--- src/rtl/window_comp_invoke_fsm1_if.sv ---
// Scheduler / FIFO / level-2 FSM signal bundle for the window computation level-1 invoke controller.
// master drives requests, counts and level-2 done; slave is the controller itself.
interface window_comp_invoke_fsm1_if #(
  parameter int pop_width = 5
);
  logic                 invoke_in;
  logic [pop_width-1:0] pop_in_data;
  logic [pop_width-1:0] pop_in_length;
  logic [pop_width-1:0] pop_in_command;
  logic [pop_width-1:0] free_space_out;
  logic [1:0]           length_head;
  logic [1:0]           command_head;
  logic                 rd_in_length_fifo;
  logic                 rd_in_command_fifo;
  logic                 start_out;
  logic [1:0]           next_mode_out;
  logic                 done_in;
  logic [1:0]           length_out;
  logic [1:0]           command_out;
  logic                 enable_out;
  logic                 invoke_done_out;
  logic                 fired_out;
  logic [1:0]           mode_out;

  modport master (
    output invoke_in, pop_in_data, pop_in_length, pop_in_command, free_space_out,
           length_head, command_head, done_in,
    input  rd_in_length_fifo, rd_in_command_fifo, start_out, next_mode_out,
           length_out, command_out, enable_out, invoke_done_out, fired_out, mode_out
  );

  modport slave (
    input  invoke_in, pop_in_data, pop_in_length, pop_in_command, free_space_out,
           length_head, command_head, done_in,
    output rd_in_length_fifo, rd_in_command_fifo, start_out, next_mode_out,
           length_out, command_out, enable_out, invoke_done_out, fired_out, mode_out
  );
endinterface

--- src/rtl/window_comp_invoke_fsm1.sv ---
// Level-1 invoke controller for the window computation actor: holds the CFDF mode,
// checks FIFO enables, latches length/command tokens and sequences the level-2 FSM.
//
// state  | meaning
// IDLE   | waiting for invoke_in
// CHECK  | evaluate enable for current mode
// LATCH  | pop length/command FIFOs and latch their heads
// START  | one-cycle start pulse to level-2 FSM
// WAIT   | wait for level-2 done_in
// UPDATE | advance CFDF mode
// DONE   | report completion and outcome
module window_comp_invoke_fsm1 #(
  parameter int size      = 3,
  parameter int width     = 10,
  parameter int pop_width = 5
) (
  input  logic                    clk,
  input  logic                    rst,
  window_comp_invoke_fsm1_if.slave bus
);
  typedef enum logic [2:0] {
    S_IDLE, S_CHECK, S_LATCH, S_START, S_WAIT, S_UPDATE, S_DONE
  } state_t;

  localparam logic [1:0] M_SETUP  = 2'b00;
  localparam logic [1:0] M_COMP   = 2'b01;
  localparam logic [1:0] M_OUTPUT = 2'b10;

  if (size >= (1 << pop_width) || width < 1) begin : g_param_check
    $error("size must be representable in pop_width bits and width must be positive");
  end

  state_t     state;
  logic [1:0] mode;
  logic       fired_reg;
  logic       enable;

  // Illegal mode 11 falls into the default arm and is judged as SETUP_COMP.
  always_comb begin
    enable = 1'b0;
    case (mode)
      M_COMP:   enable = 1'b1;
      M_OUTPUT: enable = (bus.free_space_out != '0);
      default:  enable = (bus.pop_in_data >= pop_width'(size)) &&
                         (bus.pop_in_length != '0) && (bus.pop_in_command != '0);
    endcase
  end

  assign bus.enable_out    = enable;
  assign bus.mode_out      = mode;
  assign bus.next_mode_out = mode;

  always_ff @(posedge clk or negedge rst) begin
    if (!rst) begin
      state                  <= S_IDLE;
      mode                   <= M_SETUP;
      fired_reg              <= 1'b0;
      bus.length_out         <= 2'b00;
      bus.command_out        <= 2'b00;
      bus.rd_in_length_fifo  <= 1'b0;
      bus.rd_in_command_fifo <= 1'b0;
      bus.start_out          <= 1'b0;
      bus.invoke_done_out    <= 1'b0;
      bus.fired_out          <= 1'b0;
    end else begin
      bus.rd_in_length_fifo  <= 1'b0;
      bus.rd_in_command_fifo <= 1'b0;
      bus.start_out          <= 1'b0;
      bus.invoke_done_out    <= 1'b0;
      bus.fired_out          <= 1'b0;
      case (state)
        S_IDLE: begin
          if (bus.invoke_in) state <= S_CHECK;
        end
        S_CHECK: begin
          if (!enable) begin
            state               <= S_DONE;
            fired_reg           <= 1'b0;
            bus.invoke_done_out <= 1'b1;
            bus.fired_out       <= 1'b0;
          end else if (mode == M_COMP || mode == M_OUTPUT) begin
            state         <= S_START;
            bus.start_out <= 1'b1;
          end else begin
            state                  <= S_LATCH;
            bus.rd_in_length_fifo  <= 1'b1;
            bus.rd_in_command_fifo <= 1'b1;
          end
        end
        S_LATCH: begin
          // Heads are first-word-fall-through, so they are valid while the pop strobe is high.
          bus.length_out  <= bus.length_head;
          bus.command_out <= bus.command_head;
          state           <= S_START;
          bus.start_out   <= 1'b1;
        end
        S_START: begin
          state <= S_WAIT;
        end
        S_WAIT: begin
          if (bus.done_in) state <= S_UPDATE;
        end
        S_UPDATE: begin
          case (mode)
            M_SETUP: mode <= M_COMP;
            M_COMP:  mode <= M_OUTPUT;
            default: mode <= M_SETUP;
          endcase
          fired_reg           <= 1'b1;
          state               <= S_DONE;
          bus.invoke_done_out <= 1'b1;
          bus.fired_out       <= 1'b1;
        end
        S_DONE: begin
          state <= S_IDLE;
        end
        default: state <= S_IDLE;
      endcase
    end
  end
endmodule

--- src/flat_wrapper.sv ---
// flat-port wrapper written by rule: the top's interface ports become plain ports
module window_comp_invoke_fsm1_flat 
#(
  parameter int size      = 3,
  parameter int width     = 10,
  parameter int pop_width = 5
)
  (clk, rst, bus_invoke_in, bus_pop_in_data, bus_pop_in_length, bus_pop_in_command, bus_free_space_out, bus_length_head, bus_command_head, bus_done_in, bus_rd_in_length_fifo, bus_rd_in_command_fifo, bus_start_out, bus_next_mode_out, bus_length_out, bus_command_out, bus_enable_out, bus_invoke_done_out, bus_fired_out, bus_mode_out);
  window_comp_invoke_fsm1_if #(.pop_width(pop_width)) bus_i ();
  input  logic clk;
  input  logic rst;
  input wire logic [$bits(bus_i.invoke_in)-1:0] bus_invoke_in;
  input wire logic [$bits(bus_i.pop_in_data)-1:0] bus_pop_in_data;
  input wire logic [$bits(bus_i.pop_in_length)-1:0] bus_pop_in_length;
  input wire logic [$bits(bus_i.pop_in_command)-1:0] bus_pop_in_command;
  input wire logic [$bits(bus_i.free_space_out)-1:0] bus_free_space_out;
  input wire logic [$bits(bus_i.length_head)-1:0] bus_length_head;
  input wire logic [$bits(bus_i.command_head)-1:0] bus_command_head;
  input wire logic [$bits(bus_i.done_in)-1:0] bus_done_in;
  output wire logic [$bits(bus_i.rd_in_length_fifo)-1:0] bus_rd_in_length_fifo;
  output wire logic [$bits(bus_i.rd_in_command_fifo)-1:0] bus_rd_in_command_fifo;
  output wire logic [$bits(bus_i.start_out)-1:0] bus_start_out;
  output wire logic [$bits(bus_i.next_mode_out)-1:0] bus_next_mode_out;
  output wire logic [$bits(bus_i.length_out)-1:0] bus_length_out;
  output wire logic [$bits(bus_i.command_out)-1:0] bus_command_out;
  output wire logic [$bits(bus_i.enable_out)-1:0] bus_enable_out;
  output wire logic [$bits(bus_i.invoke_done_out)-1:0] bus_invoke_done_out;
  output wire logic [$bits(bus_i.fired_out)-1:0] bus_fired_out;
  output wire logic [$bits(bus_i.mode_out)-1:0] bus_mode_out;
  assign bus_i.invoke_in = bus_invoke_in;
  assign bus_i.pop_in_data = bus_pop_in_data;
  assign bus_i.pop_in_length = bus_pop_in_length;
  assign bus_i.pop_in_command = bus_pop_in_command;
  assign bus_i.free_space_out = bus_free_space_out;
  assign bus_i.length_head = bus_length_head;
  assign bus_i.command_head = bus_command_head;
  assign bus_i.done_in = bus_done_in;
  assign bus_rd_in_length_fifo = bus_i.rd_in_length_fifo;
  assign bus_rd_in_command_fifo = bus_i.rd_in_command_fifo;
  assign bus_start_out = bus_i.start_out;
  assign bus_next_mode_out = bus_i.next_mode_out;
  assign bus_length_out = bus_i.length_out;
  assign bus_command_out = bus_i.command_out;
  assign bus_enable_out = bus_i.enable_out;
  assign bus_invoke_done_out = bus_i.invoke_done_out;
  assign bus_fired_out = bus_i.fired_out;
  assign bus_mode_out = bus_i.mode_out;
  window_comp_invoke_fsm1 #(.size(size), .width(width), .pop_width(pop_width)) u_core (.clk(clk), .rst(rst), .bus(bus_i));
endmodule
--- config.mk ---
export PLATFORM = sky130hd
export DESIGN_NAME = window_comp_invoke_fsm1_flat
export DESIGN_NICKNAME = d
export VERILOG_FILES = /design/src/rtl/window_comp_invoke_fsm1_if.sv /design/src/rtl/window_comp_invoke_fsm1.sv /design/src/flat_wrapper.sv
export SDC_FILE = /design/constraint.sdc
export NUM_CORES = 1
export LEC_CHECK = 0
export BUFFER_PORTS_ARGS = -buffer_cell sky130_fd_sc_hd__clkbuf_2
export CORE_MARGIN = 4
export CORE_UTILIZATION = 35
export CTS_BUF_LIST = sky130_fd_sc_hd__clkbuf_8
export DETAILED_ROUTE_END_ITERATION = 12
export PLACE_DENSITY = 0.7
export REMOVE_ABC_BUFFERS = 1
export SETUP_SLACK_MARGIN = 0.1
export SYNTH_ARGS = -nofsm -noshare
export SYNTH_HDL_FRONTEND = slang
export SYNTH_SLANG_ARGS = --single-unit
export TNS_END_PERCENT = 5
--- constraint.sdc ---
create_clock -name clk -period 1.37 [get_ports clk]
set_input_delay 0.137 -clock clk [delete_from_list [all_inputs] [get_ports clk]]
set_output_delay 0.137 -clock clk [all_outputs]
set_load 0.02 [all_outputs]
Yosys cells after proc, flatten, opt, wreduce, memory -nomap -nowiden --
Index checks and enable logic that the tools add are counted.
Word-level totals: register bits after elaboration 13, input bits 28, logic and storage cells 43
Operators by class: $lt $le $gt $ge 1, equal/unequal tests 9, mux-type cells 16, reduce and logical (&&, ||, !) cells 9
Operator list (count):
- $pmux 3 s6 | 1
- $reduce_bool 5->1 | 3
- $mux 3 | 3
- $mux 1 | 8
- $eq 3x2->1 const B | 2
- $eq 3x3->1 const B | 2
- $pmux 1 s2 | 3
- $ge 5x2->1 const B | 1
- $ne 2x2->1 const B | 2
- $pmux 2 s2 | 1
- $eq 3x1->1 const B | 1
- $logic_not 3->1 | 1
- $eq 2x1->1 const B | 1
- $eq 2x2->1 const B | 1
- $logic_and 1x1->1 | 2
- $logic_not 2->1 | 1
- $reduce_and 2->1 | 1
- $logic_or 1x1->1 | 1

Logic depth before layout (Yosys ltp) --
word-level depth 6, depth in mapped cells 6

Worst setup path after synthesis --
OpenSTA, ideal clock, no wires.
path type reg-to-reg, start point reg u_core.mode[0], in the netlist u_core.bus.mode_out[0], end point reg u_core.bus.invoke_done_out, library setup time 0.125 ns, data arrival time 1.390 ns, path slack -0.146 ns, stages on the path, launching flop included 7, path through dfrtp_1 > inv_1 > ha_1 > o21ai_0 > a21oi_1 > o21bai_4 > o21ai_2
Between the ends: word-level cells in the longest chain between the ends 4, elaborated cells on any way between the ends 5, those cells by class 2 x eq/ne; 3 x mux
RTL lines:
- start, declared | line window_comp_invoke_fsm1.sv:34 | logic [1:0] mode;
- start signal, assigned | line window_comp_invoke_fsm1.sv:56 | mode <= M_SETUP;
- start signal, assigned | line window_comp_invoke_fsm1.sv:105 | M_SETUP: mode <= M_COMP;
- start signal, assigned | line window_comp_invoke_fsm1.sv:106 | M_COMP: mode <= M_OUTPUT;
- $eq 2x2->1 / $eq 2x1->1 (equally long branches) | line window_comp_invoke_fsm1.sv:41 | case (mode)
- $pmux 1 s2 (*) | line window_comp_invoke_fsm1.sv:41
- named net bus_enable_out | line flat_wrapper.sv:26 | output wire logic [$bits(bus_i.enable_out)-1:0] bus_enable_out;
- $mux 1 (*) | line window_comp_invoke_fsm1.sv:76 | if (!enable) begin
- $pmux 1 s2 (*) | line window_comp_invoke_fsm1.sv:71 | case (state)
- end signal, assigned | line window_comp_invoke_fsm1.sv:63 | bus.invoke_done_out <= 1'b0;
- end signal, assigned | line window_comp_invoke_fsm1.sv:69 | bus.invoke_done_out <= 1'b0;
- end signal, assigned | line window_comp_invoke_fsm1.sv:79 | bus.invoke_done_out <= 1'b1;
- end, declared | line window_comp_invoke_fsm1_if.sv:36 | length_out, command_out, enable_out, invoke_done_out, fired_out, mode_out
The timed path passes the listed nets; every way through them passes the cells marked *. A chain may end at the register's enable or synchronous reset.

Final worst setup path --
start point reg u_core.mode[0], in the netlist u_core.bus.mode_out[0], end point out bus_enable_out
Between the ends: word-level cells in the longest chain between the ends 2, elaborated cells on any way between the ends 3, those cells by class 2 x eq/ne; 1 x mux
RTL lines (line):
- $eq 2x2->1 / $eq 2x1->1 (equally long branches) | window_comp_invoke_fsm1.sv:41
- $pmux 1 s2 (*) | window_comp_invoke_fsm1.sv:41
- end, declared | flat_wrapper.sv:26
Every way passes the cells marked *; elsewhere a longest branch is shown, timed or not.

==> reports/results.txt <==
Initial core utilization -> 0.381
P_leak -> 0.562 nW
Peak VDD IR -> 1.64 mV
Fin crit period -> 1.65 ns
Largest delay share family, worst path -> compound AO/OA/AOI/OAI gates
Pwr/cell area -> 2550 nW/um^2
Most frequent cells in the layout -> clkbuf_2, dfrtp_1, buf_4
GP Congestion -> 0.734
Max clock buf depth -> 2
Initial DRT Pass Iterations -> 2
Critical path class -> reg -> out
Layout cell share with drive strength beyond 1 -> 0.696
Nets -> 144
Final worst path period share -> 1.20
Die Area -> 2740 um^2
Gr ovfl total -> 0
Yosys top cell by area -> dfrtp_1
Mapped Cells -> 61
Synth Cell Area -> 687 um^2
FP Rows -> 15
Global-route wire length before repair -> 2590 um
Antenna violations before repair -> 0
Synth warn -> 0
Diodes inserted -> 0
Root Buffer -> clkbuf_8
Violated checks -> setup timing
R2r startpoint -> u_core.bus.mode_out[0]$_DFFE_PN0P_
Worst path arrival time -> 1.51 ns
Status -> complete, but fails checks
Worst hold path class -> in -> reg
Relative slew slack -> 0.788
R2r endpoint -> u_core.state[0]$_DFFE_PN0P_
Largest net degree at the start of global routing -> 14
CTS tree -> built
Crit path launch -> u_core.bus.mode_out[0]$_DFFE_PN0P_
Delay of the slowest critical-path stage -> 0.40 ns
Post-synth EDFFs -> 0
Synth top area share -> 0.474
# fillers -> 160
Most common cell after layout, fill and taps aside -> clkbuf_2
MaxCap Viol Count -> 0
Reg2reg path depth -> 8
Die height -> 52.3 um
Worst-Skew Late Latency -> 0.24 ns
Critical path, cell by cell -> buf_6 > ha_4 > o21ai_2 > a21oi_2 > o21bai_4 > buf_8
# clock sinks -> 13
Fin. Hold Viols -> 0
Worst-path clk slew -> 0.06 ns
Hold depth -> 2
WL/cell -> 12.8 um
Post-synthesis sequential area ratio -> 0.474
Clock skew -> 0.00565 ns
Die width -> 52.3 um
Asr flop ratio synth -> 1.00
Final Util -> 0.619
Final antenna-violating net count -> 0
Worst hold start -> bus_command_head[0]
Initial DRC count -> 7
Slew Viols, Final -> 0
Top post-synthesis cells by area -> dfrtp_1, mux2_2, ha_1, o21bai_4, buf_4
Setup Total Neg Slack -> -0.649 ns
Core ar. -> 1800 um^2
Placed instance area -> 936 um^2
Worst setup SP type -> register
Layout area overhead -> 62.3%
WL final -> 1750 um
Vias in the first global route -> 672
Routed via count -> 648
Post-synth top flop -> dfrtp_1
Syn_area_per_cell -> 11.3 um^2
RSZ-0062 raised after global routing -> yes
Final WS setup -> -0.276 ns
Drt via density -> 4.73
Required @ worst endpoint -> 1.23 ns
Register area -> 325 um^2
Fmax -> 607 MHz
Worst path bufs/invs -> 2
Critical-path top delay cell -> dfrtp_1
Seq cells post-synth -> 13
Reg2reg setup slack -> -0.11 ns
CTS Buf Count -> 3
Fin area -> 1110 um^2
Ports -> 42
Post-synth cell types -> 25
Hold Path End -> u_core.bus.command_out[0]$_DFFE_PN0P_
DR DRC count -> 0
GRT Overall Usage -> 0.131
Port Buf Inserts -> 41
Crit Path Max Fanout -> 3
Multi-input combinational cell area -> 374 um^2
Worst slew pin tran -> 0.317 ns
Post-DP HPWL -> 1300 um
Setup Viol. Count Final -> 5
Setup crit end kind -> output pin
Htree depth -> 1
worst max-delay path by stage:
stage | to | slack (ns) | cells after the start
after detailed placement | bus_enable_out | -0.17 | 6
after CTS | bus_enable_out | -0.28 | 6
after global placement | bus_enable_out | -0.05 | 6
after global routing | bus_enable_out | -0.31 | 6
final | bus_enable_out | -0.28 | 6
after floorplan | u_core.bus.invoke_done_out$_DFF_PN0_ | -0.28 | 6
area by class of cell:
type | instances | area share
clock inverters | 1 | 0.00337
inverters | 3 | 0.0101
well taps | 25 | 0.0281
clock buffers | 3 | 0.0370
flip-flops and latches | 13 | 0.292
repair buffers | 52 | 0.294
multi-input cells | 40 | 0.336
cells in the mapped netlist, drive strengths merged, types with 2 or more instances:
cell type  instances
dfrtp             13
o21ai              6
buf                5
mux2               4
nor2               4
a21oi              3
ha                 3
inv                3
nand2              3
nand3              2
nor2b              2
nor3               2
o21bai             2
or4                2
report_power, final:
group / internal (W) / total (W) / switching (W) / leakage (nW)
Sequential: 0.000563 / 0.000672 / 0.000109 / 0.164
Clock: 0.000197 / 0.000329 / 0.000131 / 0.0269
Combinational: 0.000942 / 0.00185 / 0.000904 / 0.372
Total: 0.00170 / 0.00285 / 0.00114 / 0.562
metal layers:
metal / track usage / vias up / wire length, um
li1: - / 311 / -
met1: 0.114 / 311 / 585
met2: 0.273 / 26 / 986
met3: 0.0570 / 0 / 180
met4: 0.0128 / 0 / 0
met5: 0 / - / 0
timing repair:
item / in CTS / in global routing
hold endpoints to repair: 13 / 0
resized for setup: 19 / 8
setup buffers: 4 / 0
pin swaps: 3 / 4
hold buffers: 1 / 0
setup endpoints to repair: 10 / 14
sequential cells by signal, indices dropped and copies added, names as in the netlist:
signal                        flops
u_core.bus.start_out              1
u_core.bus.mode_out               2
u_core.bus.rd_in_length_fifo      1
u_core.bus.invoke_done_out        1
u_core.bus.length_out             2
u_core.bus.command_out            2
u_core.bus.fired_out              1
u_core.state                      3
per-stage QoR:
step | setup slack, ns | instances | power [W] | hold slack [ns]
2_1_floorplan | -0.279 | 56 | 0.00153 | -0.159
3_3_place_gp | -0.0539 | 128 | 0.00203 | 0.0460
3_5_place_dp | -0.166 | 128 | 0.00207 | 0.0476
4_1_cts | -0.281 | 137 | 0.00274 | 0.132
5_1_grt | -0.311 | 137 | 0.00303 | 0.134
6_report | -0.276 | 137 | 0.00285 | 0.133
kinds of logic (layout without fill, tap and decap cells):
group	count (synthesis)	in the layout	synth area share
and+or+nand+nor	19	19	0.155
adders and majority gates	3	3	0.0547
buffers and inverters	8	59	0.0637
AOI/OAI and AO/OA	14	14	0.188
DFF	13	13	0.474
muxes	4	4	0.0656
Note: power is estimated with default switching activity, not from simulation.
